$ cat src/rtl/instr_fetch_queue.sv
// instr_fetch_queue
// Fetch front end between the program counter and decode. Issues one
// instruction-memory request at a time. Each returned word is buffered in a
// small FIFO together with its PC+4, and a redirect flushes both the FIFO and
// any in-flight request.
//
// Handshakes:
//   imem_req_o/imem_ack_i : a request is raised from a register and held, with
//                           imem_addr_o stable, until the cycle imem_ack_i=1.
//                           Once raised it is never withdrawn, even on redirect.
//   dec_valid_o/dec_ready_i : the head entry transfers on any cycle where both
//                           are high. dec_valid_o is forced low during redirect.
module instr_fetch_queue #(
    parameter int DEPTH = 4
) (
    input  logic                       clk_i,
    input  logic                       rst_i,
    input  logic [31:0]                pc_next_i,
    input  logic                       redirect_i,
    output logic                       pc_en_o,
    output logic                       imem_req_o,
    output logic [31:0]                imem_addr_o,
    input  logic                       imem_ack_i,
    input  logic [31:0]                imem_rdata_i,
    output logic                       dec_valid_o,
    output logic [31:0]                dec_instr_o,
    output logic [31:0]                dec_pc_plus_4_o,
    input  logic                       dec_ready_i,
    output logic [$clog2(DEPTH):0]     count_o,
    output logic [1:0]                 state_o
);

    localparam int PW = $clog2(DEPTH);
    localparam int CW = PW + 1;
    localparam logic [CW-1:0] DEPTH_C = CW'(DEPTH);

    typedef enum logic [1:0] {
        ST_IDLE = 2'd0,
        ST_REQ  = 2'd1,
        ST_DROP = 2'd2
    } state_t;

    state_t          state_q, state_d;
    logic            imem_req_q, imem_req_d;
    logic [31:0]     imem_addr_q, imem_addr_d;
    logic [CW-1:0]   count_q, count_d;
    logic [PW-1:0]   rd_ptr_q, rd_ptr_d;
    logic [PW-1:0]   wr_ptr_q, wr_ptr_d;

    logic [31:0]     instr_mem [DEPTH];
    logic [31:0]     pc4_mem   [DEPTH];

    logic            fire;
    logic            push;
    logic            pop;
    logic            fifo_empty;
    logic [31:0]     push_pc4;

    // Handshake qualifiers shared by the FSM and the FIFO.
    always_comb begin
        fifo_empty = (count_q == '0);
        // Only fetch when no request is outstanding and a slot is guaranteed.
        fire       = (state_q == ST_IDLE) && (count_q < DEPTH_C) && !redirect_i;
        // A returned word is kept only when it belongs to the current path.
        push       = (state_q == ST_REQ) && imem_ack_i && !redirect_i;
        pop        = !fifo_empty && !redirect_i && dec_ready_i;
        // Modulo 2^32 wrap of PC+4 falls out of the 32-bit add.
        push_pc4   = imem_addr_q + 32'd4;
    end

    // Fetch FSM next-state and request register next values.
    always_comb begin
        state_d     = state_q;
        imem_req_d  = imem_req_q;
        imem_addr_d = imem_addr_q;
        unique case (state_q)
            ST_IDLE: begin
                if (fire) begin
                    imem_addr_d = pc_next_i;
                    imem_req_d  = 1'b1;
                    state_d     = ST_REQ;
                end
            end
            ST_REQ: begin
                if (imem_ack_i) begin
                    // Data is pushed (or discarded on redirect) by the FIFO logic.
                    imem_req_d = 1'b0;
                    state_d    = ST_IDLE;
                end else if (redirect_i) begin
                    // Request cannot be withdrawn; wait out the stale ack.
                    state_d = ST_DROP;
                end
            end
            ST_DROP: begin
                if (imem_ack_i) begin
                    imem_req_d = 1'b0;
                    state_d    = ST_IDLE;
                end
            end
            default: begin
                imem_req_d = 1'b0;
                state_d    = ST_IDLE;
            end
        endcase
    end

    // FIFO occupancy and pointer next values; redirect flushes everything.
    always_comb begin
        count_d  = count_q;
        rd_ptr_d = rd_ptr_q;
        wr_ptr_d = wr_ptr_q;
        if (redirect_i) begin
            count_d  = '0;
            rd_ptr_d = '0;
            wr_ptr_d = '0;
        end else begin
            if (push) begin
                wr_ptr_d = wr_ptr_q + 1'b1;
            end
            if (pop) begin
                rd_ptr_d = rd_ptr_q + 1'b1;
            end
            unique case ({push, pop})
                2'b10:   count_d = count_q + 1'b1;
                2'b01:   count_d = count_q - 1'b1;
                default: count_d = count_q;
            endcase
        end
    end

    // Control state registers with synchronous reset.
    always_ff @(posedge clk_i) begin
        if (rst_i) begin
            state_q     <= ST_IDLE;
            imem_req_q  <= 1'b0;
            imem_addr_q <= 32'd0;
            count_q     <= '0;
            rd_ptr_q    <= '0;
            wr_ptr_q    <= '0;
        end else begin
            state_q     <= state_d;
            imem_req_q  <= imem_req_d;
            imem_addr_q <= imem_addr_d;
            count_q     <= count_d;
            rd_ptr_q    <= rd_ptr_d;
            wr_ptr_q    <= wr_ptr_d;
        end
    end

    // FIFO storage; contents are don't-care while count is zero.
    always_ff @(posedge clk_i) begin
        if (push && !rst_i) begin
            instr_mem[wr_ptr_q] <= imem_rdata_i;
            pc4_mem[wr_ptr_q]   <= push_pc4;
        end
    end

    // Output drive; head data reads as zero when the FIFO is empty.
    always_comb begin
        pc_en_o         = fire;
        imem_req_o      = imem_req_q;
        imem_addr_o     = imem_addr_q;
        dec_valid_o     = !fifo_empty && !redirect_i;
        dec_instr_o     = fifo_empty ? 32'd0 : instr_mem[rd_ptr_q];
        dec_pc_plus_4_o = fifo_empty ? 32'd0 : pc4_mem[rd_ptr_q];
        count_o         = count_q;
        state_o         = state_q;
    end

endmodule

$ cat config.mk
export PLATFORM = sky130hd
export DESIGN_NAME = instr_fetch_queue
export DESIGN_NICKNAME = d
export VERILOG_FILES = /design/src/rtl/instr_fetch_queue.sv
export SDC_FILE = /design/constraint.sdc
export NUM_CORES = 1
export LEC_CHECK = 0
export BUFFER_PORTS_ARGS = -buffer_cell sky130_fd_sc_hd__buf_2
export CAP_MARGIN = 10
export CORE_UTILIZATION = 32
export DETAILED_ROUTE_END_ITERATION = 8
export SLEW_MARGIN = 10
export SYNTH_ARGS = -nofsm -noshare
export SYNTH_HDL_FRONTEND = slang
export SYNTH_SLANG_ARGS = --single-unit
$ cat constraint.sdc
create_clock -name clk_i -period 4.9 [get_ports clk_i]
set_input_delay 0.49 -clock clk_i [delete_from_list [all_inputs] [get_ports clk_i]]
set_output_delay 0.49 -clock clk_i [all_outputs]
set_load 0.005 [all_outputs]
==> flow_metrics.env, run 1 <==
export IMPL_fin_cells=1378
export IMPL_clock_skew_final_ns=0.0231
export IMPL_cts_root_buf="clkbuf_16"
export IMPL_synth_most_common_cell="edfxtp_1"
export IMPL_synth_ff_type="edfxtp_1"
export IMPL_fin_crit_sh=0.643
export IMPL_synth_warnings=0
export IMPL_outcome="completed"
export IMPL_worstMarginPinSlew_ns=1.07
export IMPL_cp_arrival_ns=2.66
export IMPL_dp_slack_ns=2.11
export IMPL_wirelength_mm=25.9
export IMPL_first_iter_violations=372
export IMPL_port_buffers=172
export IMPL_fin_util=0.393
export IMPL_ys_seq_area_frac=0.719
export IMPL_finalSetupViolCount=0
export IMPL_slew_violations=0
export IMPL_path_clk_slew_ns=0.06
export IMPL_yosysTopAreaCellShare=0.645
export IMPL_die_area_sq_mm=0.0380
export IMPL_antenna_found_initial=0
export IMPL_regArea_sq_mm=0.00858
export IMPL_cts_setup_buffers=0
export IMPL_clock_latency_ns=0.50
export IMPL_synth_cells=706
export IMPL_required_ns=4.41
export IMPL_place_gp_congestion=0.775
export IMPL_drive_above_1_share=0.331
export IMPL_grt_remaining_overflow=0
export IMPL_drt_pre_antenna_iters=5
export IMPL_p_per_area_mw_per_mm2=385
export IMPL_die_w_um=195
export IMPL_holdCritPathClass="input pin to register"
export IMPL_antennaDiodeCount=0
export IMPL_grt_pass1_vias=6968
export IMPL_crit_fanout=44
export IMPL_clockBufferDepth=3
export IMPL_viasPerCell=4.77
export IMPL_synth_area_leaders="edfxtp_1, mux4_2, dfxtp_1, and2_1, nand2_1"
export IMPL_num_vias=6568
export IMPL_avgSynthCellArea_sq_um=16.9
export IMPL_synth_compound_area_share=0.0176
export IMPL_tns_ns=0
export IMPL_area_growth_pct=20.7
export IMPL_synth_simple_area_share=0.0896
export IMPL_grt_pass1_wl_mm=40.4
export IMPL_clock_sinks=300
export IMPL_coreArea_sq_mm=0.0366
export IMPL_fin_nets=967
export IMPL_dp_hpwl_mm=16.0
export IMPL_num_rows=70
export IMPL_holdBufCountCts=0
export IMPL_crit_type="register to output pin"
export IMPL_track_usage=0.139
export IMPL_max_freq_ghz=0.317
export IMPL_hold_violations=0
export IMPL_maxSlewHeadroom=0.284
export IMPL_drc=0
export IMPL_synth_edf_count=256
export IMPL_multiInputGateArea_sq_mm=0.00318
export IMPL_fin_ws_ns=1.75
export IMPL_post_synth_instance_area_sq_mm=0.0119
export IMPL_post_drt_wl_per_cell_um=18.8
export IMPL_synthArstFlopShare=0
export IMPL_cts_resized=0
export IMPL_muxShareOfSynthArea=0.122
export IMPL_cp_start_kind="register"
export IMPL_numCtsBuffers=34
export IMPL_place_inst=1319
export IMPL_ant_nets=0
export IMPL_yosys_area_top_type="edfxtp_1"
export IMPL_start_util=0.326
export IMPL_die_height_um=195
export IMPL_htree_levels=2
export IMPL_synth_xor_area_frac=0.0242
export IMPL_synth_top_family_by_area="multiplexers"
export IMPL_ys_types=31
export IMPL_leakagePower_nw=5.09
export IMPL_ys_seq_elements=300
export IMPL_drv_cap=0
export IMPL_fin_crit_ns=3.15
export IMPL_cts_tree="built"
export IMPL_synthAdderAreaFrac=0.0122
export IMPL_grt_max_degree=67
export IMPL_fill_cells=3442
export IMPL_vdd_ir_drop_max_mv=0.234
export IMPL_rsz0062_at_grt="false"
export IMPL_syn_nets=786
export IMPL_synth_common_cells="edfxtp_1, nand2_1, and2_1"
export IMPL_io_pins=173
export IMPL_cp_end_kind="output pin"
[cell type report]
type	count	share of cell area
sequential	300	0.596
multi-input combinational	360	0.221
timing repair buffer	180	0.0649
clock buffer	43	0.0630
inverter	11	0.00287
tap	468	0.0407
clock inverter	16	0.0116
[power by group]
| part | internal, mW | total (mW) | switching (mW) |
|---|---|---|---|
| clock network | 1.47 | 2.44 | 0.968 |
| logic | 0.100 | 0.239 | 0.139 |
| registers | 2.82 | 2.86 | 0.0460 |
[layer usage]
layer / share of wire / up-vias / global-route usage
met5: 0 / - / 0
met4: 0.018 / 0 / 0.0370
met3: 0.051 / 41 / 0.0294
met2: 0.47 / 192 / 0.224
met1: 0.46 / 3307 / 0.190
li1: - / 3028 / -
[logic make-up (layout without fill, tap and decap cells)]
family	count (synthesis)	count (layout)
DFF	300	300
and+or+nand+nor	209	209
muxes	65	65
buffers and inverters	46	250
AOI/OAI and AO/OA	42	42
xor gates and xnor gates	33	33
adders and majority gates	11	11
[flip-flops by register name, summed over array words and instances, names as in the netlist, named ones only]
signal / flops
count_o: 3
imem_addr_o: 32
imem_req_o: 1
instr_mem: 128
pc4_mem: 128
rd_ptr_q: 2
state_o: 2
wr_ptr_q: 2
[through the flow]
step	hold WS [ns]	power (mW)	instance area, sq um
2_1_floorplan	0.476	3.03	11900
3_3_place_gp	0.496	3.16	13300
3_5_place_dp	0.507	3.16	13300
4_1_cts	0.190	5.61	14400
5_1_grt	0.192	5.74	14400
6_report	0.212	5.54	14400
[worst paths after layout]
path                                       start          endpoint  slack, ns  cells past startpoint
worst max-delay path                    register    dec_instr_o[1]       1.75                      4
worst min-delay path            imem_rdata_i[14]  instr_mem[1][14]       0.21                      1
worst max register to register        state_o[1]  instr_mem[0][13]       2.17                      7
worst min register to register   imem_addr_o[31]   imem_addr_o[31]       0.51                      2
[worst max-delay path, stage by stage, from the launching register on]
cell	delay, ns
dfxtp_4	0.99
buf_12	0.30
mux4_2	0.54
and2_1	0.16
buf_2	0.12
[cell usage in the layout (no fill, tap or decap), drive strengths merged, types with 8 or more instances in the layout]
master / instances
inv: 13
a21oi: 37
mux4: 64
nand4: 8
dfxtp: 44
ha: 10
buf: 180
xor2: 15
xnor2: 18
nor2: 19
nand3: 14
clkinv: 8
clkbuf: 43
and2: 68
edfxtp: 256
nand2: 75
(Power assumes the default switching activity.)
==> run 2, diff against run 1 <==
--- a/config.mk
+++ b/config.mk
@@ -5,6 +5,7 @@
 export SDC_FILE = /design/constraint.sdc
 export NUM_CORES = 1
 export LEC_CHECK = 0
+export ABC_AREA = 1
 export BUFFER_PORTS_ARGS = -buffer_cell sky130_fd_sc_hd__buf_2
 export CAP_MARGIN = 10
 export CORE_UTILIZATION = 32
==> constraint.sdc (replaced) <==
create_clock -name clk_i -period 2.55 [get_ports clk_i]
set_input_delay 0.255 -clock clk_i [delete_from_list [all_inputs] [get_ports clk_i]]
set_output_delay 0.255 -clock clk_i [all_outputs]
set_load 0.005 [all_outputs]
==> flow_metrics.env, run 2 <==
export IMPL_grt_remaining_overflow=0
export IMPL_cp_arrival_ns=2.19
export IMPL_leakagePower_nw=5.99
export IMPL_num_rows=72
export IMPL_coreArea_sq_mm=0.0387
export IMPL_fin_crit_sh=0.959
export IMPL_cp_start_kind="register"
export IMPL_avgSynthCellArea_sq_um=10.8
export IMPL_final_common_cell="nor2_1"
export IMPL_fin_cells=1939
export IMPL_cts_root_buf="clkbuf_16"
export IMPL_synth_most_common_cell="nor2_1"
export IMPL_hp_start="pc_next_i[26]"
export IMPL_track_usage=0.157
export IMPL_muxShareOfSynthArea=0
export IMPL_synth_warnings=0
export IMPL_area_growth_pct=25.8
export IMPL_drt_pre_antenna_iters=5
export IMPL_synth_cells=1168
export IMPL_post_synth_instance_area_sq_mm=0.0126
export IMPL_power_frac_comb=0.100
export IMPL_pwr_share_clk=0.409
export IMPL_required_ns=2.30
export IMPL_cts_tree="built"
export IMPL_place_area_sq_mm=0.0141
export IMPL_cp_end_kind="output pin"
export IMPL_hold_violations=0
export IMPL_viasPerCell=4.66
export IMPL_reg2reg_depth=7
export IMPL_numCtsBuffers=31
export IMPL_rr_endpoint="instr_mem[2][14]"
export IMPL_port_buffers=172
export IMPL_clock_latency_ns=0.56
export IMPL_ys_seq_area_frac=0.679
export IMPL_die_height_um=201
export IMPL_worstMarginPinSlew_ns=0.629
export IMPL_ys_seq_elements=300
export IMPL_first_iter_violations=661
export IMPL_crit_type="register to output pin"
export IMPL_p_per_area_mw_per_mm2=741
export IMPL_synth_edf_count=256
export IMPL_clockBufferDepth=3
export IMPL_antennaDiodeCount=0
export IMPL_final_cell_mix="nor2_1, edfxtp_1, buf_2, o21ai_0, nand2_1"
export IMPL_die_area_sq_mm=0.0402
export IMPL_wirelength_mm=32.6
export IMPL_drive_above_1_share=0.188
export IMPL_post_drt_wl_per_cell_um=16.8
export IMPL_synthAdderAreaFrac=0.0115
export IMPL_path_clk_slew_ns=0.06
export IMPL_ys_types=28
export IMPL_synth_compound_area_share=0.106
export IMPL_postLayoutCellArea_sq_mm=0.0159
export IMPL_synth_simple_area_share=0.146
export IMPL_finalSetupViolCount=0
export IMPL_hold_path_depth=3
export IMPL_synth_top_family_by_area="simple AND/OR/NAND/NOR gates"
export IMPL_yosysTopAreaCellShare=0.610
export IMPL_tns_ns=0
export IMPL_fin_nets=1476
export IMPL_drv_cap=0
export IMPL_syn_nets=1248
export IMPL_htree_levels=1
export IMPL_holdCritPathClass="input pin to register"
export IMPL_fin_crit_ns=2.45
export IMPL_outcome="completed"
export IMPL_drc=0
export IMPL_io_pins=173
export IMPL_slew_violations=0
export IMPL_vdd_ir_drop_max_mv=0.528
export IMPL_max_freq_ghz=0.409
export IMPL_grt_pass1_vias=8787
export IMPL_maxSlewHeadroom=0.580
export IMPL_grt_pass1_wl_mm=49.7
export IMPL_grt_max_degree=95
export IMPL_synth_common_cells="nor2_1, edfxtp_1, o21ai_0"
export IMPL_synth_area_leaders="edfxtp_1, nor2_1, dfxtp_1, o21ai_0, a21oi_1"
export IMPL_rsz0062_at_grt="false"
export IMPL_antenna_found_initial=1
export IMPL_clock_skew_final_ns=0.0131
export IMPL_crit_fanout=40
export IMPL_hold_slack_ns=0.0260
export IMPL_clock_sinks=300
export IMPL_dp_slack_ns=0.407
export IMPL_synth_ff_type="edfxtp_1"
export IMPL_dp_hpwl_mm=21.1
export IMPL_regToRegStartpoint="state_o[1]"
export IMPL_p_sw_mw=2.76
export IMPL_seqPwrFrac=0.490
export IMPL_num_vias=9043
export IMPL_place_gp_congestion=0.868
export IMPL_fin_ws_ns=0.104
export IMPL_yosys_area_top_type="edfxtp_1"
export IMPL_r2r_setup_slack_ns=0.43
export IMPL_place_inst=1819
export IMPL_p_int_mw=9.00
export IMPL_synth_xor_area_frac=0.0110
export IMPL_die_w_um=201
export IMPL_hold_path_end="imem_addr_o[26]"
export IMPL_synthArstFlopShare=0
export IMPL_ant_nets=0
export IMPL_switching_share=0.235
export IMPL_start_util=0.326
==> run 2: changes by cell type in the layout (fill, tap and decap cells not counted), moves of 12 or more <==
cell	previous run	this run
dlygate4sd3_1	0	60
and2_1	64	0
o21ai_0	5	148
nor2_1	19	301
o21ai_1	0	12
inv_1	11	52
a21oi_1	37	104
mux4_2	64	0
xnor2_1	18	0
nand2_1	75	119
==> run 2: stage by stage <==
step / total power [mW] / util
after floorplan: 6.42 / -
after global placement: 6.94 / 0.364
after detailed placement: 6.97 / 0.364
after CTS: 11.9 / 0.408
after global routing: 12.2 / 0.409
final: 11.8 / 0.409
==> run 2: logic make-up (layout without fill, tap and decap cells) <==
| kind of cell | count (synthesis) | count (layout) |
|---|---|---|
| and+or+nand+nor | 460 | 460 |
| DFF | 300 | 300 |
| AOI/OAI and AO/OA | 266 | 266 |
| buffers and inverters | 116 | 369 |
| xor gates and xnor gates | 15 | 15 |
| adders and majority gates | 11 | 11 |
==> run 2: worst max-delay path: stages, from the launching register on <==
cell,delay [ns]
dfxtp_4,0.52
clkinv_4,0.20
buf_4,0.30
o21ai_0,0.35
a21oi_1,0.12
buf_2,0.14
==> run 2: metal layers <==
layer	part of all wire	up-vias	GRT usage	routed length [um]
li1	-	4469	-	-
met3	0.057	32	0.0271	1860
met1	0.46	4290	0.217	14900
met2	0.47	252	0.259	15300
met5	0	-	0	0
met4	0.016	0	0.0316	528
==> run 2: layout make-up <==
| class | instances | area [sq um] |
|---|---|---|
| inverters | 57 | 225 |
| clock buffers | 38 | 822 |
| multi-input cells | 752 | 3500 |
| repair buffers | 254 | 1820 |
| clock inverters | 20 | 272 |
| flip-flops and latches | 300 | 8570 |
| fillers | 3707 | 22900 |
| well taps | 518 | 648 |
==> run 2: worst max path at each step <==
stage	startpoint	to	depth (start not counted)
floorplan	state_o[1]	instr_mem[0][0]	6
global placement	register	dec_pc_plus_4_o[18]	5
detailed placement	register	dec_pc_plus_4_o[18]	5
CTS	register	dec_pc_plus_4_o[21]	5
global route	register	dec_instr_o[9]	5
finish	register	dec_pc_plus_4_o[21]	5
==> run 2: repair_timing <==
action / CTS / global route
cloned: 0 / 1
buffers inserted: 0 / 1
setup endpoints to repair: 11 / 42
gates resized for setup: 5 / 4
hold endpoints to repair: 156 / 0
hold buffers: 60 / 0
==> run 2: power groups by stage <==
stage                     Combinational [mW]  Sequential, mW  Clock [mW]
after floorplan                        0.593            5.83           0
after global placement                  1.08            5.86           0
after detailed placement                1.10            5.87           0
after CTS                               1.18            5.76        4.91
after global routing                    1.32            5.79        5.07
final                                   1.18            5.77        4.81
==> run 3, diff against run 2 <==
--- a/config.mk
+++ b/config.mk
@@ -7,8 +7,8 @@
 export LEC_CHECK = 0
 export ABC_AREA = 1
 export BUFFER_PORTS_ARGS = -buffer_cell sky130_fd_sc_hd__buf_2
-export CAP_MARGIN = 10
-export CORE_UTILIZATION = 32
+export CAP_MARGIN = 5
+export CORE_UTILIZATION = 40
 export DETAILED_ROUTE_END_ITERATION = 8
 export SLEW_MARGIN = 10
 export SYNTH_ARGS = -nofsm -noshare
==> flow_metrics.env, run 3 (same netlist as run 2, synthesis figures left out) <==
export IMPL_die_w_um=180
export IMPL_die_area_sq_mm=0.0322
export IMPL_leakagePower_nw=5.92
export IMPL_fin_crit_sh=0.938
export IMPL_antenna_found_initial=0
export IMPL_drc=9
export IMPL_crit_type="register to output pin"
export IMPL_max_freq_ghz=0.418
export IMPL_slew_violations=0
export IMPL_cts_setup_buffers=0
export IMPL_coreArea_sq_mm=0.0308
export IMPL_place_inst=1696
export IMPL_drive_above_1_share=0.181
export IMPL_regArea_sq_mm=0.00857
export IMPL_grt_max_degree=129
export IMPL_violations="DRC"
export IMPL_vdd_ir_drop_max_mv=0.498
export IMPL_fin_cells=1814
export IMPL_holdCritPathClass="input pin to register"
export IMPL_area_growth_pct=23.4
export IMPL_required_ns=2.30
export IMPL_wirelength_mm=31.2
export IMPL_num_vias=9005
export IMPL_post_drt_wl_per_cell_um=17.2
export IMPL_outcome="finished with violations"
export IMPL_htree_levels=1
export IMPL_io_pins=173
export IMPL_start_util=0.409
export IMPL_crit_fanout=81
export IMPL_drv_cap=0
export IMPL_fill_cells=2747
export IMPL_path_clk_slew_ns=0.06
export IMPL_final_cell_mix="nor2_1, edfxtp_1, buf_2, o21ai_0, nand2_1"
export IMPL_numCtsBuffers=31
export IMPL_fin_crit_ns=2.39
export IMPL_tns_ns=0
export IMPL_num_rows=64
export IMPL_rsz0062_at_grt="false"
export IMPL_cts_tree="built"
export IMPL_place_gp_congestion=0.893
export IMPL_cp_end_kind="output pin"
export IMPL_worstMarginPinSlew_ns=0.603
export IMPL_clock_sinks=300
export IMPL_cp_start_kind="register"
export IMPL_finalSetupViolCount=0
export IMPL_die_height_um=180
export IMPL_drt_pre_antenna_iters=7
export IMPL_grt_remaining_overflow=0
export IMPL_grt_pass1_wl_mm=48.0
export IMPL_cts_root_buf="clkbuf_16"
export IMPL_grt_pass1_vias=8724
export IMPL_first_iter_violations=617
export IMPL_viasPerCell=4.96
export IMPL_track_usage=0.189
export IMPL_clock_latency_ns=0.56
export IMPL_hold_violations=0
export IMPL_ant_nets=0
export IMPL_cp_arrival_ns=2.14
export IMPL_final_common_cell="nor2_1"
export IMPL_clock_skew_final_ns=0.0156
export IMPL_dp_hpwl_mm=19.0
export IMPL_maxSlewHeadroom=0.597
export IMPL_multiInputGateArea_sq_mm=0.00349
export IMPL_p_per_area_mw_per_mm2=724
export IMPL_port_buffers=172
export IMPL_clockBufferDepth=3
export IMPL_antennaDiodeCount=0
export IMPL_fin_nets=1475
==> run 3: changes by cell type in the layout (fill, tap and decap cells not counted), sizes merged <==
cell,before,now
dlygate4sd3,60,61
clkinv,13,14
buf,192,191
inv,56,59
bufinv,7,3
clkinvlp,1,2
clkbuf,40,36
==> run 3: stage by stage <==
| step | util | instance area (sq um) | hold slack, ns | power [mW] | setup slack, ns |
|---|---|---|---|---|---|
| 4_1_cts | 0.503 | 15500 | 0.000251 | 11.3 | 0.0630 |
| 3_5_place_dp | 0.452 | 13900 | 0.476 | 6.94 | 0.509 |
| 2_1_floorplan | - | 12600 | 0.324 | 6.42 | -0.424 |
| 6_report | 0.505 | 15600 | 0.0198 | 11.3 | 0.157 |
| 5_1_grt | 0.505 | 15600 | 0.0191 | 11.7 | 0.0381 |
| 3_3_place_gp | 0.452 | 13900 | 0.471 | 6.92 | 0.577 |
==> run 3: final timing paths <==
path	slack, ns	to	from	depth (start not counted)
worst min register to register	0.50	imem_req_o	imem_req_o	2
worst max register to register	0.50	count_o[2]	state_o[1]	12
worst max-delay path	0.16	dec_instr_o[10]	register	5
worst min-delay path	0.02	imem_addr_o[22]	pc_next_i[22]	3
==> run 3: metal layers <==
metal	up-vias	global-route usage	wire [um]
met5	-	0	0
met4	0	0.0428	544
met3	40	0.0286	1600
met2	264	0.321	14700
met1	4255	0.255	14400
li1	4446	-	-
==> run 3: layout make-up <==
cell class                      count  area share
Clock buffer                       35      0.0508
Clock inverter                     21      0.0115
Sequential cell                   300       0.551
Multi-Input combinational cell    752       0.225
Inverter                           57      0.0141
Timing Repair Buffer              253       0.116
Tap cell                          396      0.0319
==> run 3: timing repair <==
| item | 4_1_cts | 5_1_grt |
|---|---|---|
| endpoints found under the hold margin | 157 | 0 |
| endpoints found under the setup margin | 0 | 21 |
| gates resized for setup | 0 | 5 |
| hold buffers | 61 | 0 |
==> run 3: report_power, final <==
part           total [mW]  internal [mW]  switching, mW
Sequential           5.77           5.59          0.173
Combinational        1.16          0.424          0.735
Clock                4.34           2.51           1.83
==> run 3: critical path, stage by stage, from the launching register on <==
cell and delay (ns):
dfxtp_4 0.39, inv_4 0.21, buf_16 0.31, o21ai_0 0.15, a21oi_1 0.30, buf_2 0.19
